==> config.mk <==
export PLATFORM = sky130hd
export DESIGN_NAME = booth_seq_mul_flat
export DESIGN_NICKNAME = d
export VERILOG_FILES = /design/src/rtl/booth_seq_mul_if.sv /design/src/rtl/booth_seq_mul.sv /design/src/flat_wrapper.sv
export SDC_FILE = /design/constraint.sdc
export NUM_CORES = 1
export LEC_CHECK = 0
export ABC_CLOCK_PERIOD_IN_PS = 9450
export BUFFER_PORTS_ARGS = -buffer_cell sky130_fd_sc_hd__buf_2
export CELL_PAD_IN_SITES_DETAIL_PLACEMENT = 1
export CELL_PAD_IN_SITES_GLOBAL_PLACEMENT = 1
export CORE_ASPECT_RATIO = 0.7
export CORE_MARGIN = 2
export CORE_UTILIZATION = 46
export CTS_CLUSTER_DIAMETER = 50
export DETAILED_ROUTE_END_ITERATION = 8
export PLACE_DENSITY = 0.84
export RECOVER_POWER = 100
export SYNTH_ARGS = -nofsm -noshare
export SYNTH_HDL_FRONTEND = slang
export SYNTH_SLANG_ARGS = --single-unit
==> constraint.sdc <==
create_clock -name clk -period 9.45 [get_ports clk]
set_clock_uncertainty 0.15 [all_clocks]
set_input_delay 0.4725 -clock clk [delete_from_list [all_inputs] [get_ports clk]]
set_output_delay 0.4725 -clock clk [all_outputs]
set_load 0.02 [all_outputs]
==> src/rtl/booth_seq_mul_if.sv <==
// Operand/result handshake bundle for the sequential radix-4 Booth multiplier.
interface booth_seq_mul_if #(
    parameter int N = 16
);
    logic           in_valid;
    logic           in_ready;
    logic [N-1:0]   a_i;
    logic [N-1:0]   b_i;
    logic           out_valid;
    logic           out_ready;
    logic [2*N-1:0] product_o;
    logic           busy_o;

    modport master (
        output in_valid, a_i, b_i, out_ready,
        input  in_ready, out_valid, product_o, busy_o
    );

    modport slave (
        input  in_valid, a_i, b_i, out_ready,
        output in_ready, out_valid, product_o, busy_o
    );
endinterface

==> src/rtl/booth_seq_mul.sv <==
// Sequential radix-4 Booth multiplier: one shared carry-select adder, N/2 steps per signed NxN product.
module booth_seq_mul #(
    parameter int N     = 16,
    parameter int RCA_W = 4
) (
    input  logic            clk,
    input  logic            rst_n,
    booth_seq_mul_if.slave  bus
);
    localparam int W  = N + 2;
    localparam int CW = $clog2(N / 2 + 1);
    localparam int NB = (W + RCA_W - 1) / RCA_W;
    localparam logic [CW-1:0] LAST_CNT = CW'(N / 2 - 1);

    typedef enum logic [1:0] {IDLE, CALC, DONE} state_t;

    state_t         state_q, state_d;
    logic [N-1:0]   mcand_q, mcand_d;
    logic [W-1:0]   acc_q, acc_d;
    logic [N-1:0]   q_q, q_d;
    logic           qm1_q, qm1_d;
    logic [CW-1:0]  cnt_q, cnt_d;
    logic           in_ready_q, in_ready_d;
    logic           out_valid_q, out_valid_d;
    logic           busy_q, busy_d;
    logic [2*N-1:0] product_q, product_d;

    logic [W-1:0]   m_ext, pp, csa_b, csa_sum;
    logic           csa_cin;
    logic [W+N-1:0] step_cat;
    logic [W-1:0]   acc_next;
    logic [N-1:0]   q_next;

    // Booth digit recoding: select 0, +-M or +-2M; negation is ~pp with carry-in 1.
    always_comb begin
        m_ext   = {{2{mcand_q[N-1]}}, mcand_q};
        pp      = '0;
        csa_cin = 1'b0;
        unique case ({q_q[1:0], qm1_q})
            3'b001, 3'b010: pp = m_ext;
            3'b011:         pp = m_ext << 1;
            3'b100: begin
                pp      = m_ext << 1;
                csa_cin = 1'b1;
            end
            3'b101, 3'b110: begin
                pp      = m_ext;
                csa_cin = 1'b1;
            end
            default:        pp = '0;
        endcase
        csa_b = csa_cin ? ~pp : pp;
    end

    // Carry-select adder; the top block produces no carry-out since it is never consumed.
    logic [NB-1:0] blk_c;
    assign blk_c[0] = csa_cin;

    for (genvar g = 0; g < NB; g++) begin : g_blk
        localparam int LO = g * RCA_W;
        localparam int BW = (W - LO < RCA_W) ? (W - LO) : RCA_W;
        localparam int EW = (g == NB - 1) ? BW : BW + 1;
        logic [EW-1:0] s0, s1;
        assign s0 = EW'(acc_q[LO +: BW]) + EW'(csa_b[LO +: BW]);
        assign s1 = s0 + EW'(1);
        assign csa_sum[LO +: BW] = blk_c[g] ? s1[BW-1:0] : s0[BW-1:0];
        if (g < NB - 1) begin : g_carry
            assign blk_c[g+1] = blk_c[g] ? s1[BW] : s0[BW];
        end
    end

    always_comb begin
        step_cat = $unsigned($signed({csa_sum, q_q}) >>> 2);
        acc_next = step_cat[W+N-1:N];
        q_next   = step_cat[N-1:0];
    end

    always_comb begin
        state_d     = state_q;
        mcand_d     = mcand_q;
        acc_d       = acc_q;
        q_d         = q_q;
        qm1_d       = qm1_q;
        cnt_d       = cnt_q;
        in_ready_d  = in_ready_q;
        out_valid_d = out_valid_q;
        busy_d      = busy_q;
        product_d   = product_q;
        unique case (state_q)
            IDLE: begin
                if (bus.in_valid) begin
                    state_d    = CALC;
                    mcand_d    = bus.a_i;
                    q_d        = bus.b_i;
                    acc_d      = '0;
                    qm1_d      = 1'b0;
                    cnt_d      = '0;
                    in_ready_d = 1'b0;
                    busy_d     = 1'b1;
                end
            end
            CALC: begin
                acc_d = acc_next;
                q_d   = q_next;
                qm1_d = q_q[1];
                cnt_d = cnt_q + CW'(1);
                if (cnt_q == LAST_CNT) begin
                    state_d     = DONE;
                    busy_d      = 1'b0;
                    out_valid_d = 1'b1;
                    product_d   = {acc_next[N-1:0], q_next};
                end
            end
            DONE: begin
                if (bus.out_ready) begin
                    state_d     = IDLE;
                    out_valid_d = 1'b0;
                    product_d   = '0;
                    in_ready_d  = 1'b1;
                end
            end
            default: begin
                state_d     = IDLE;
                in_ready_d  = 1'b1;
                out_valid_d = 1'b0;
                busy_d      = 1'b0;
                product_d   = '0;
            end
        endcase
    end

    always_ff @(posedge clk) begin
        if (!rst_n) begin
            state_q     <= IDLE;
            mcand_q     <= '0;
            acc_q       <= '0;
            q_q         <= '0;
            qm1_q       <= 1'b0;
            cnt_q       <= '0;
            in_ready_q  <= 1'b1;
            out_valid_q <= 1'b0;
            busy_q      <= 1'b0;
            product_q   <= '0;
        end else begin
            state_q     <= state_d;
            mcand_q     <= mcand_d;
            acc_q       <= acc_d;
            q_q         <= q_d;
            qm1_q       <= qm1_d;
            cnt_q       <= cnt_d;
            in_ready_q  <= in_ready_d;
            out_valid_q <= out_valid_d;
            busy_q      <= busy_d;
            product_q   <= product_d;
        end
    end

    assign bus.in_ready  = in_ready_q;
    assign bus.out_valid = out_valid_q;
    assign bus.busy_o    = busy_q;
    assign bus.product_o = product_q;
endmodule
==> src/flat_wrapper.sv <==
// flat-port wrapper written by rule: the top's interface ports become plain ports
module booth_seq_mul_flat 
#(
    parameter int N     = 16,
    parameter int RCA_W = 4
)
  (clk, rst_n, bus_in_valid, bus_a_i, bus_b_i, bus_out_ready, bus_in_ready, bus_out_valid, bus_product_o, bus_busy_o);
  booth_seq_mul_if #(.N(N)) bus_i ();
  input  logic clk;
  input  logic rst_n;
  input wire logic [$bits(bus_i.in_valid)-1:0] bus_in_valid;
  input wire logic [$bits(bus_i.a_i)-1:0] bus_a_i;
  input wire logic [$bits(bus_i.b_i)-1:0] bus_b_i;
  input wire logic [$bits(bus_i.out_ready)-1:0] bus_out_ready;
  output wire logic [$bits(bus_i.in_ready)-1:0] bus_in_ready;
  output wire logic [$bits(bus_i.out_valid)-1:0] bus_out_valid;
  output wire logic [$bits(bus_i.product_o)-1:0] bus_product_o;
  output wire logic [$bits(bus_i.busy_o)-1:0] bus_busy_o;
  assign bus_i.in_valid = bus_in_valid;
  assign bus_i.a_i = bus_a_i;
  assign bus_i.b_i = bus_b_i;
  assign bus_i.out_ready = bus_out_ready;
  assign bus_in_ready = bus_i.in_ready;
  assign bus_out_valid = bus_i.out_valid;
  assign bus_product_o = bus_i.product_o;
  assign bus_busy_o = bus_i.busy_o;
  booth_seq_mul #(.N(N), .RCA_W(RCA_W)) u_core (.clk(clk), .rst_n(rst_n), .bus(bus_i));
endmodule
==> flow_results.org <==
** Run status
- The run finished, with violations left.
- The checks that failed: capacitance limit, slew limit.

** Power
- Power per cell area :: 183 mW/mm^2
- Clock power frac :: about 38%
- Maximum VDD drop :: 0.0000958 V
- Sequential share of power :: 43.3%
- Int Pwr :: 0.000673 W
- In this run the power spent charging and discharging nets is 0.000292 W.
- For this design the static power due to leakage is 2.05 nW.
- Combinational Power Share :: 19.3%
- Of the total power, the share spent switching nets is 30.3%.

** Floorplan
- Placeable core region :: 0.00972 mm^2
- Initial Utilization :: 47.5%
- Die ar. :: between 0.01 and 0.015 mm^2
- The die is 124 um wide.
- Number of cell rows :: 30
- Top-Level Pins :: slightly above 70
- Die height :: 87.8 um

** Placement
- Number of input and output port buffers inserted :: 70
- DP Cell Count :: 731
- The wire-length estimate of the detail-placed layout is a little under 9000 um.
- After detailed placement, the total cell area comes to a little over 0.005 mm^2.
- The congestion estimate from routability-driven global placement came to 0.821.

** Detailed routing
- After detailed routing, the average wire length per cell comes to 17.7 um.
- The routed design has between 10,000 and 15,000 um of wire.
- The detailed router finished its first iteration with ~180 violations.
- The routed layout has 4,216 vias.
- Per-cell via count in the routed design :: 5.65
- Number of search-and-repair iterations in the first detailed-routing pass :: 5
- Post-route DRC violation count :: 0
- Number of nets still failing antenna checks after routing :: 0

** Layout
- Cells with a size suffix above 1 make up 9.87% of the layout.
- The number of antenna diodes in the final layout is 0.
- After routing the design area is around 0.0053 mm^2.
- After the last flow step, the layout net total stands at 681.
- Fill cell count :: 1,219
- Area grow syn2layout :: 14.3%
- Leaving out filler cells and counting taps, the final layout contains 746.

** Yosys
- Post-synthesis share of cell area spent on and, or, nand and nor gates :: 18.3%
- Post-Synth XOR/XNOR Area :: under 10%
- After synthesis, the share of cell area in mux cells is 1.14%.
- Largest family of logic cells by synthesized area :: compound AO/OA/AOI/OAI gates
- Compound-cell area share of the yosys netlist :: 19.7%
- #FFs+latches synth :: 90
- Total of warnings raised by yosys :: 0
- Post-synth EDFFs :: 0
- Synthesized netlist cell count :: 563
- In this run the cell area of the synthesized design comes to 0.00462 mm^2.
- The number of nets handed over by synthesis was between 600 and 700.
- After synthesis, the mean cell area works out to 8.21 um^2.
- The synthesized netlist contains 44 unique library cells.
- The synthesized netlist devotes 9.05% of its cell area to adder and majority cells.
- Most used flip-flop cell after synthesis :: sky130_fd_sc_hd__dfxtp_1
- In the synthesized netlist the async set-or-reset flop fraction comes to 0%.
- Sequential cell area fraction in the yosys report :: around 39%

** CTS
- Source-to-sink clock delay at the later pin of the worst-skew pair :: approximately 350 ps
- After clock tree synthesis, the clock-pin slew on the worst setup and hold paths is approximately 70 ps.
- Post-CTS timing repair inserted 0 buffers for setup.
- In this run, CTS created clock tree buffers numbering 9.
- Number of levels in the clock H-tree :: 3
- Worst-case clock buffer depth :: 2
- Hold repair after CTS inserted 0 buffers.
- Post-cts gate resize count :: 0
- Sink Count :: 90
- CTS tree :: built
- The tree is rooted in a sky130_fd_sc_hd__clkbuf_16.

** Critical path
- The critical path is of the flip-flop to flip-flop type.
- Crit Path Max Fanout :: between 50 and 60
- For the worst setup path, the data required time is 9510 ps.
- The worst setup path is launched from a flip-flop.
- R2r setup slk :: between 3000 and 4000 ps
- STA classifies the critical path endpoint as a flip-flop.
- CP arrival :: 5730 ps

** Timing
- Final setup viols :: 0
- After routing, the total negative slack on setup checks comes to 0 ps.
- Worst hold margin :: 209 ps
- Max Clk Rate :: 177 MHz
- Slew margin rel. :: -79.3%
- Ratio of final minimum period to clock period :: 59.9%
- Setup repair after global routing missed its margin :: false
- Number of hold violations in the final report :: 0
- Final slew viol count :: between 100 and 150
- Subtracting the final worst setup slack from the clock period gives 5660 ps.
- Slew at the pin closest to its max-slew limit :: 2690 ps

** Hold path
- Classification of the worst-slack hold path :: primary input to flip-flop

** Global route
- Via count of the first global-routing pass :: approximately 4,200
- The number of antenna violations at the first check in global routing was 0.
- Global-route wire length before repair :: 21,100 um
- Tot GR Track Use :: 25.2%
- Overflow left after global routing :: 0
- Entering global routing, the biggest net connects 63 pins.

** Run
- Number of maximum-capacitance violations :: 3
## layout by cell type (no fill, tap or decap), drive strengths merged, types with 3 or more instances in the layout
cell	instances
a21o	6
a21oi	76
a22oi	43
and2	4
buf	39
clkbuf	48
clkinv	3
dfxtp	90
fa	4
ha	27
inv	26
mux2i	3
nand2	96
nand2b	5
nand3	28
nand4	6
nor2	37
nor2b	4
o21ai	9
xnor2	31
xor2	7
## final timing paths
path	cells after the start	to	from
hold reg to reg	2	u_core.bus.product_o[8]	u_core.bus.product_o[8]
setup / recovery	7	u_core.bus.product_o[15]	u_core.state_q[0]
hold / removal	3	u_core.mcand_q[3]	bus_a_i[3]
setup reg to reg	7	u_core.bus.product_o[15]	u_core.state_q[0]
## cell usage after synthesis, drive strengths merged, types with 2 or more instances
cell type / number / area share, %
clkbuf: 29 / 2.4
a21o: 6 / 0.98
dfxtp: 90 / 39
nor2: 37 / 3.0
and3: 2 / 0.38
nand3: 28 / 3.0
a22oi: 43 / 7.0
buf: 7 / 0.57
ha: 27 / 7.3
o21ai: 9 / 0.98
a21oi: 76 / 8.2
and2: 4 / 0.54
nand4: 6 / 0.81
o21a: 2 / 0.32
xnor2: 31 / 6.0
fa: 4 / 1.7
xor2: 7 / 1.3
mux2: 2 / 0.49
a31oi: 2 / 0.27
inv: 25 / 2.0
mux2i: 3 / 0.65
nor2b: 4 / 0.54
nand2: 96 / 7.9
nor3b: 2 / 0.32
a311oi: 2 / 0.38
nand2b: 5 / 0.68
## state kept, by name, summed over array words and instances (netlist names)
register,cells
u_core.bus.product_o,32
u_core.acc_q,16
u_core.mcand_q,16
u_core.q_q,16
u_core.cnt_q,4
u_core.state_q,2
u_core.bus.busy_o,1
u_core.bus.in_ready,1
u_core.bus.out_valid,1
u_core.qm1_q,1
## through the flow
step / worst slack [ps] / power [W] / utilization, %
2_1_floorplan: 4720 / 0.000554 / -
3_3_place_gp: 4890 / 0.000602 / 52.0
3_5_place_dp: 4620 / 0.000612 / 52.0
4_1_cts: 4540 / 0.000973 / 55.0
5_1_grt: 3190 / 0.00101 / 54.3
6_report: 3790 / 0.000965 / 54.3
## final cells by class
cell class / count / area (um^2) / area share [%]
Timing Repair Buffer: 76 / 344 / 6.52
Sequential cell: 90 / 1800 / 34.1
Clock inverter: 4 / 52.6 / 0.995
Tap cell: 128 / 160 / 3.03
Inverter: 26 / 97.6 / 1.85
Multi-Input combinational cell: 411 / 2580 / 48.9
Clock buffer: 11 / 243 / 4.60
## power by group through the flow
stage	clock network (W)	logic (W)	registers, W
6_report	0.000362	0.000186	0.000417
5_1_grt	0.000381	0.000206	0.000420
4_1_cts	0.000366	0.000190	0.000417
3_5_place_dp	0	0.000187	0.000425
3_3_place_gp	0	0.000178	0.000424
2_1_floorplan	0	0.000131	0.000423
## worst max-delay path, stage by stage, from the launching register on
cell	delay (ps)
sky130_fd_sc_hd__dfxtp_1	430
sky130_fd_sc_hd__nor2b_1	160
sky130_fd_sc_hd__clkbuf_1	1910
sky130_fd_sc_hd__o21ai_0	760
sky130_fd_sc_hd__nand2_1	1260
sky130_fd_sc_hd__nor2_1	490
sky130_fd_sc_hd__a22oi_1	300
sky130_fd_sc_hd__nor2_1	60
## per-layer routing
| layer | track usage [%] | wire length (um) |
|---|---|---|
| met4 | 10.7 | 386 |
| met2 | 41.8 | 6080 |
| met3 | 5.21 | 686 |
| met1 | 31.9 | 6050 |
| met5 | 0 | 0 |
## logic make-up after synthesis
family | count (synthesis)
buffers and inverters | 62
XOR/XNOR | 39
AND/OR/NAND/NOR | 189
flip-flops | 90
adder cells (fa/ha/maj) | 31
AO/OA/AOI/OAI | 147
multiplexers | 5
Power figures use the tool's default switching activity.
